==> config.mk <==
export PLATFORM = sky130hd
export DESIGN_NAME = mash_nth_modulator
export DESIGN_NICKNAME = d
export VERILOG_FILES = /design/src/rtl/mash_pkg.sv /design/src/rtl/mash_acc_stage.sv /design/src/rtl/mash_nth_modulator.sv
export SDC_FILE = /design/constraint.sdc
export NUM_CORES = 1
export LEC_CHECK = 0
export CORE_MARGIN = 2
export CORE_UTILIZATION = 39
export DETAILED_ROUTE_END_ITERATION = 6
export SETUP_SLACK_MARGIN = 0.15
export SLEW_MARGIN = 0
export SYNTH_ARGS = -nofsm -noshare
export SYNTH_HDL_FRONTEND = slang
export SYNTH_SLANG_ARGS = --single-unit
==> constraint.sdc <==
create_clock -name clk -period 17.6 [get_ports clk]
set_clock_uncertainty 0.15 [all_clocks]
set_input_delay 4.4 -clock clk [delete_from_list [all_inputs] [get_ports clk]]
set_output_delay 4.4 -clock clk [all_outputs]
set_load 0.01 [all_outputs]
==> src/rtl/mash_pkg.sv <==
// -----------------------------------------------------------------------------
// mash_pkg
// Shared constants and helpers for the MASH delta-sigma modulator.
//   LFSR_W / LFSR_TAPS / LFSR_SEED : dither LFSR geometry (x^15 + x^14 + 1)
//   out_width(order)               : minimum signed output width for an order
//   binom_coef(n, j)               : (-1)^j * C(n, j), the tap weights of
//                                    (1 - z^-1)^n, used by reference models
// -----------------------------------------------------------------------------
package mash_pkg;

   localparam int LFSR_W = 15;

   // Feedback from register bits 14 and 13 realises x^15 + x^14 + 1.
   localparam logic [LFSR_W-1:0] LFSR_TAPS = 15'h6000;
   localparam logic [LFSR_W-1:0] LFSR_SEED = 15'h0001;

   function automatic int out_width(input int order);
      return order + 1;
   endfunction

   function automatic int binom_coef(input int n, input int j);
      int c;
      c = 1;
      for (int t = 0; t < j; t++) begin
         c = c * (n - t) / (t + 1);
      end
      return (j % 2 == 1) ? -c : c;
   endfunction

endpackage

==> src/rtl/mash_acc_stage.sv <==
// -----------------------------------------------------------------------------
// mash_acc_stage
// One first-order accumulator stage of the MASH cascade.
//   clk, rst     : clock, asynchronous active-high reset
//   i_en         : commit the new residue this cycle
//   i_addend     : value added to the accumulator (frac word or previous residue)
//   i_carry_in   : extra LSB carry (dither, first stage only)
//   o_residue    : new residue, available combinationally in the same cycle
//   o_carry      : quantiser output (overflow of the sum)
// -----------------------------------------------------------------------------
module mash_acc_stage #(
   parameter int WIDTH = 16
) (
   input  logic             clk,
   input  logic             rst,
   input  logic             i_en,
   input  logic [WIDTH-1:0] i_addend,
   input  logic             i_carry_in,
   output logic [WIDTH-1:0] o_residue,
   output logic             o_carry
);

   logic [WIDTH-1:0] r_acc;
   logic [WIDTH:0]   w_sum;

   // One extra bit holds the overflow; the accumulator itself wraps mod 2^WIDTH.
   assign w_sum     = {1'b0, r_acc} + {1'b0, i_addend} + {{WIDTH{1'b0}}, i_carry_in};
   assign o_residue = w_sum[WIDTH-1:0];
   assign o_carry   = w_sum[WIDTH];

   always_ff @(posedge clk or posedge rst) begin
      if (rst) begin
         r_acc <= '0;
      end else if (i_en) begin
         r_acc <= w_sum[WIDTH-1:0];
      end
   end

endmodule

==> src/rtl/mash_nth_modulator.sv <==
// -----------------------------------------------------------------------------
// mash_nth_modulator
// MASH delta-sigma modulator of order 1..4: cascaded accumulators plus a
// digital noise-cancellation network. Long-run mean of y_out = frac/2^WIDTH.
//   clk       : clock
//   rst       : asynchronous active-high reset
//   en        : advance the modulator one step this cycle
//   frac_in   : unsigned fractional word
//   frac_load : capture frac_in into the fractional register
//   dither_en : add LFSR bit as carry-in to stage 1
//   y_out     : signed modulator output (registered)
//   y_valid   : one-cycle pulse after every step
// -----------------------------------------------------------------------------
module mash_nth_modulator
   import mash_pkg::*;
#(
   parameter int WIDTH = 16,
   parameter int ORDER = 3,
   parameter int OUT_W = out_width(ORDER)
) (
   input  logic                    clk,
   input  logic                    rst,
   input  logic                    en,
   input  logic [WIDTH-1:0]        frac_in,
   input  logic                    frac_load,
   input  logic                    dither_en,
   output logic signed [OUT_W-1:0] y_out,
   output logic                    y_valid
);

   logic [WIDTH-1:0]        r_frac;
   logic [LFSR_W-1:0]       r_lfsr;
   logic                    w_dither;
   logic [ORDER-1:0]        w_carry;
   logic signed [OUT_W-1:0] w_d     [ORDER];
   logic signed [OUT_W-1:0] r_dhist [ORDER];
   logic signed [OUT_W-1:0] r_y;
   logic                    r_valid;
   logic [WIDTH-1:0]        w_unused_tail;
   logic signed [OUT_W-1:0] w_unused_hist;

   // The fractional register is loaded independently of stepping, so a step
   // in the load cycle still sees the previous word.
   always_ff @(posedge clk or posedge rst) begin
      if (rst) begin
         r_frac <= '0;
      end else if (frac_load) begin
         r_frac <= frac_in;
      end
   end

   assign w_dither = dither_en & r_lfsr[0];

   always_ff @(posedge clk or posedge rst) begin
      if (rst) begin
         r_lfsr <= LFSR_SEED;
      end else if (en && dither_en) begin
         r_lfsr <= {r_lfsr[LFSR_W-2:0], ^(r_lfsr & LFSR_TAPS)};
      end
   end

   // Accumulator cascade: each stage adds the previous stage's new residue
   // within the same cycle.
   generate
      for (genvar gi = 0; gi < ORDER; gi++) begin : g_stage
         logic [WIDTH-1:0] w_addend;
         logic [WIDTH-1:0] w_residue;
         logic             w_cin;

         if (gi == 0) begin : g_first
            assign w_addend = r_frac;
            assign w_cin    = w_dither;
         end else begin : g_next
            assign w_addend = g_stage[gi-1].w_residue;
            assign w_cin    = 1'b0;
         end

         mash_acc_stage #(
            .WIDTH(WIDTH)
         ) u_stage (
            .clk       (clk),
            .rst       (rst),
            .i_en      (en),
            .i_addend  (w_addend),
            .i_carry_in(w_cin),
            .o_residue (w_residue),
            .o_carry   (w_carry[gi])
         );
      end
   endgenerate

   // The last stage's residue and the level-1 history have no consumer.
   assign w_unused_tail = g_stage[ORDER-1].w_residue;
   assign w_unused_hist = r_dhist[0];

   // Cancellation network, evaluated from the deepest level upwards:
   //   D_ORDER = c_ORDER
   //   D_k     = c_k + D_(k+1)[n] - D_(k+1)[n-1]
   always_comb begin
      for (int i = 0; i < ORDER; i++) begin
         w_d[i] = '0;
      end
      w_d[ORDER-1] = $signed({{(OUT_W-1){1'b0}}, w_carry[ORDER-1]});
      for (int i = ORDER - 2; i >= 0; i--) begin
         w_d[i] = $signed({{(OUT_W-1){1'b0}}, w_carry[i]}) + w_d[i+1] - r_dhist[i+1];
      end
   end

   always_ff @(posedge clk or posedge rst) begin
      if (rst) begin
         r_y     <= '0;
         r_valid <= 1'b0;
         for (int i = 0; i < ORDER; i++) begin
            r_dhist[i] <= '0;
         end
      end else begin
         r_valid <= en;
         if (en) begin
            r_y <= w_d[0];
            for (int i = 0; i < ORDER; i++) begin
               r_dhist[i] <= w_d[i];
            end
         end
      end
   end

   assign y_out   = r_y;
   assign y_valid = r_valid;

endmodule
==> metrics.cfg, run 1 <==
[status]
status = finished, final reports clean

[clock_network]
root_buffer = clkbuf_16
cts_tree = done
clock_insertion_delay_worst_skew_ps = 350
cts_sinks = 88
numCtsBuffers = 9
cts_hold_buf = 0
cts_setup_buffers = 0
post_cts_resized = 0
path_clk_slew_ps = 60
htree_levels = 3
clockBufferDepth = 2

[timing]
maxSlewViolCount = 0
fin_tns_setup_ps = 0
max_freq_ghz = 0.08759
worst_slew_pin_slew_ps = 789.4
setup_viol = 0
fin_crit_sh_pct = 64.87
hold_viol_final = 0
rsz0062_at_grt = false
period_minus_slack_ps = 11420
slew_headroom_pct = 47.37

[setup_path]
critPathMaxStageDelay_ps = 470
worstSetupPathType = in2reg
cp.required_ps = 17640
critPathCaptureType = register
critPathLaunchType = primary input
cp_max_fo = 8
cpMostUsedCell = ha_1
cp_data_arrival_time_ps = 11460
ff2ff_setup_slack_ps = 10180
slowest_stage = clkdlybuf4s50_1

[logic_synthesis]
synth_top_flop_cell = dfrtp_1
synth-compound-area-share_pct = 17.38
synthArstFlopShare_pct = 100.0
synth_top_family_by_area = compound AO/OA/AOI/OAI gates
synth-seq-area-share_pct = 38.58
yosysTopAreaCellShare_pct = 38.12
yosys-mux-area-fraction_pct = 12.58
netlist_instances = 554
synth_area_mm2 = 0.005710
yosysTopAreaCell = dfrtp_1
mappedNetlistNets = 638
synth_fa_ha_area_share_pct = 14.46
syn_area_per_cell_um2 = 10.31
yosys_warnings = 0
synth_cell_type_count = 59
yosys.area_share.simple_pct = 9.049
synth_enable_flop_cells = 0
synth-xor-area-share_pct = 5.061
synthTopCellsByArea = dfrtp_1, ha_1, mux2_2
synth_seq_cells = 88

[grt]
grt_max_degree = 66
grt_use_total_pct = 14.58
antenna_found_initial = 0
grt_pass1_wl_um = 18790
grt_pass1_vias = 3986
grt-ovfl-total = 0

[detailed_routing]
drtIter0Drc = 181
vias = 4074
routed_wl_um = 10690
dr.pass1.iters = 4
post-route-drc-count = 0
post_drt_via_cell_ratio = 5.346
wl_per_cell_um = 14.02
ant_nets = 0

[floorplan]
dieWidth_um = 125.0
die_area_mm2 = 0.01563
coreArea_mm2 = 0.01442
die_h_um = 125.0
fp-row-count = 44
initial_utilization_pct = 39.59
io_pins = 26

[final_layout]
drive_gt1_share_pct = 15.92
diodes = 0
area_delta_synth_final_pct = 12.34
finish.net_count = 657

[placed_design]
dp_hpwl_um = 7823
globalplace.congestion = 0.8127
place.port_buffers = 25

[job]
cap_viol_max_count = 0

[min_path]
hold_class = reg2reg

## registers in the layout, indices dropped and copies added (netlist names)
signal	flops
r_lfsr	15
y_valid	1
y_out	4
g_stage.u_stage.r_acc	48
g_stage.w_addend	16
r_dhist	4
## stage by stage
stage	instances	setup WS (ps)	cell area, um2	hold slack (ps)	util (%)
3_5_place_dp	746	5858	6131	327.0	42.51
2_1_floorplan	554	6963	5710	308.1	-
6_report	762	6184	6415	335.2	44.47
4_1_cts	762	6181	6415	341.6	44.47
5_1_grt	762	5615	6415	375.0	44.47
3_3_place_gp	746	6023	6131	321.6	42.51
## cell families after synthesis
logic type      Yosys count
fa+ha+maj                63
compound gates          149
simple gates            113
mux                      64
buf+inv                  44
flops                    88
xor+xnor                 33
## layout make-up
cell class                      instances  area [um2]
Clock buffer                           11       252.7
Clock inverter                          5       31.28
Fill cell                            1390        8009
Inverter                               25       95.09
Multi-Input combinational cell        422        3342
Sequential cell                        88        2203
Tap cell                              184       230.2
Timing Repair Buffer                   27       260.3
## Yosys cell counts, types with 5 or more instances
library cell / count
clkbuf_1: 13
mux2_2: 62
a21oi_1: 43
nor3_1: 6
o21a_1: 10
a211oi_1: 6
o31ai_1: 5
o21ai_0: 25
dfrtp_1: 87
inv_1: 25
buf_1: 6
nand3_1: 7
nand2_1: 33
ha_1: 58
nor2b_1: 5
a21o_1: 16
xnor2_1: 19
nor2_1: 43
a31oi_1: 6
fa_1: 5
xor2_1: 14
## worst max-delay path, delay by kind of cell
family / cells / cell delay [ps]
fa+ha+maj: 9 / 2790
compound gates: 13 / 2490
simple gates: 4 / 780
buf+inv: 4 / 610
xor+xnor: 2 / 350
## placed cells by master, fill, tap and decap left out, drive strengths merged, types with 2 or more instances in the layout
cell type,netlist,final
a211oi,7,7
a21o,16,16
a21oi,43,43
a221o,2,2
a22oi,2,2
a31o,2,2
a31oi,6,6
and2,2,2
and3,5,5
buf,6,3
clkbuf,13,11
clkdlybuf4s50,0,24
clkinv,0,5
dfrtp,87,87
fa,5,5
ha,58,58
inv,25,24
mux2,62,62
mux2i,2,2
nand2,33,33
nand3,7,7
nand4,3,3
nor2,43,43
nor2b,5,5
nor3,6,6
o2111ai,2,2
o211ai,4,4
o21a,10,10
o21ai,26,26
o21bai,3,3
o221ai,2,2
o311ai,3,3
o31a,4,4
o31ai,6,6
or2,2,2
xnor2,19,19
xor2,14,14
## layer usage
metal,global-route usage (%),vias to the layer above,wire [um]
li1,-,2059,-
met1,19.16,1955,5070
met2,23.63,49,5098
met3,2.482,11,262
met4,6.732,0,255
met5,0,-,0
## final timing paths
kind / startpoint / end / cells after the start
setup / recovery: dither_en / y_out[3] / 32
hold / removal: g_stage[2].u_stage.r_acc[4] / g_stage[2].u_stage.r_acc[4] / 1
setup reg to reg: r_lfsr[0] / y_out[3] / 31
hold reg to reg: g_stage[2].u_stage.r_acc[4] / g_stage[2].u_stage.r_acc[4] / 1
max in group asynchronous: rst / g_stage[0].u_stage.r_acc[2] / 3
min in group asynchronous: rst / g_stage[0].u_stage.r_acc[3] / 2
Power of run 1 is not shown: default switching activity piles up to over one toggle a cycle in this logic, so the estimate is an artifact.
==> inputs of run 2 (changes only) <==
- clock period: 17.6 -> 11.3 ns (I/O delays scaled with it)
==> run 2 against run 1 <==
Compared with the run above: global-route usage down 0.18 points; flip-flop and latch count unchanged; critical path depth unchanged; highest routed layer unchanged; via count up 0.76%; core utilization unchanged; cell count unchanged; largest cell class unchanged; hold slack better by 1.6 ps; non-clock buffer count unchanged; first-iteration DRC count up 8.3%; cell area unchanged; critical path type unchanged; count of clock-buffer cells in the layout unchanged.
==> metrics.cfg, run 2 (synthesized netlist as in run 1, its figures left out) <==
[detailed_routing]
wl_per_cell_um = 14.01  ; about the same
vias = 4105  ; +0.76%
post_drt_via_cell_ratio = 5.387  ; +0.76%
routed_wl_um = 10680  ; about the same
ant_nets = 0  ; unchanged
dr.pass1.iters = 5  ; +1
drtIter0Drc = 196  ; +8.3%
post-route-drc-count = 0  ; unchanged

[timing]
fin_crit_sh_pct = 86.99
hold_viol_final = 0  ; unchanged
rsz0062_at_grt = false
setup_slack_ps = 1470  ; -4713 ps
slew_headroom_pct = 47.33  ; about the same
period_minus_slack_ps = 9830
max_freq_ghz = 0.1017
maxSlewViolCount = 0  ; unchanged
fin_tns_setup_ps = 0  ; unchanged
setup_viol = 0  ; unchanged
worst_slew_pin_slew_ps = 790.0  ; +0.5697 ps

[floorplan]
die_area_mm2 = 0.01563  ; unchanged
coreArea_mm2 = 0.01442  ; unchanged
dieWidth_um = 125.0  ; unchanged
initial_utilization_pct = 39.59  ; unchanged
die_h_um = 125.0  ; unchanged
io_pins = 26  ; unchanged
fp-row-count = 44  ; unchanged

[final_layout]
top_register = g_stage.u_stage.r_acc
fin_area_mm2 = 0.006415  ; unchanged
final_common_cell = dfrtp_1
finish.net_count = 657  ; unchanged
diodes = 0  ; unchanged
largest_reg_flops = 48  ; unchanged
final_cell_mix = dfrtp_1, mux2_2, ha_1
drive_gt1_share_pct = 15.92  ; unchanged
area_delta_synth_final_pct = 12.34  ; unchanged

[status]
status = finished, final reports clean

[clock_network]
htree_levels = 3  ; unchanged
cts_hold_buf = 0  ; unchanged
numCtsBuffers = 9  ; unchanged
cts_setup_buffers = 0  ; unchanged
cts_sinks = 88  ; unchanged
cts_tree = done
clockBufferDepth = 2  ; unchanged
root_buffer = clkbuf_16
post_cts_resized = 0  ; unchanged
path_clk_slew_ps = 60  ; about the same
clock_insertion_delay_worst_skew_ps = 340  ; about the same

[job]
cap_viol_max_count = 0  ; unchanged

[placed_design]
pre_cts_ws_ps = 1160  ; -4698 ps
globalplace.congestion = 0.8127  ; unchanged
dpl_cell_area_mm2 = 0.006131  ; unchanged
place.port_buffers = 25  ; unchanged
dp_hpwl_um = 7814  ; -0.12%

[setup_path]
critPathLaunchType = primary input
cp_max_fo = 8  ; unchanged
critPathMaxStageDelay_ps = 470  ; about the same
critPathCaptureType = register
worstSetupPathType = in2reg
cpMostUsedCell = ha_1
slowest_stage = clkdlybuf4s50_1
cp_data_arrival_time_ps = 9870  ; -1590 ps
cp.required_ps = 11340  ; -6300 ps

[grt]
antenna_found_initial = 0  ; unchanged
grt_max_degree = 66  ; unchanged
grt-ovfl-total = 0  ; unchanged
grt_use_total_pct = 14.40  ; -0.18 points
grt_pass1_vias = 3999  ; +0.33%
grt_pass1_wl_um = 18730  ; -0.29%

[min_path]
hold_class = reg2reg

-- run 2: cell counts in the layout (fill, tap and decap cells not counted) --
Identical to the previous run, type by type.
-- run 2: critical path, delay by kind of cell --
kind	cells	cell delay [ps]
AOI/OAI and AO/OA	13	2470
adders and majority gates	9	2790
buffers and inverters	4	610
and+or+nand+nor	4	800
xor gates and xnor gates	2	350
-- run 2: final timing paths --
path | startpoint | to | slack [ps] | cells past startpoint
max | dither_en | y_out[3] | 1470 | 32
min | g_stage[2].u_stage.r_acc[4] | g_stage[2].u_stage.r_acc[4] | 340 | 1
max reg2reg | r_lfsr[0] | y_out[3] | 3890 | 31
min reg2reg | g_stage[2].u_stage.r_acc[4] | g_stage[2].u_stage.r_acc[4] | 340 | 1
max in group asynchronous | rst | g_stage[0].u_stage.r_acc[2] | 7200 | 3
min in group asynchronous | rst | g_stage[0].u_stage.r_acc[3] | 2700 | 2
-- run 2: through the flow --
step / hold WS, ps / util (%) / cells
after global routing: 374.7 / 44.47 / 762
after global placement: 321.6 / 42.51 / 746
after CTS: 341.6 / 44.47 / 762
after detailed placement: 327.0 / 42.51 / 746
after floorplan: 308.1 / - / 554
final: 336.7 / 44.47 / 762
-- run 2: layout make-up --
cell class	instances	area (um2)
Clock buffer	11	252.7
Sequential cell	88	2203
Multi-Input combinational cell	422	3342
Clock inverter	5	31.28
Fill cell	1394	8009
Tap cell	184	230.2
Timing Repair Buffer	27	260.3
Inverter	25	95.09
-- run 2: metal layers --
metal  track usage [%]  part of all wire [%]
met5                 0                     0
met4             6.471                   2.5
met3             2.268                   2.5
met2             23.43                    47
met1             19.02                    48
Power of run 2 is left out for the same reason.
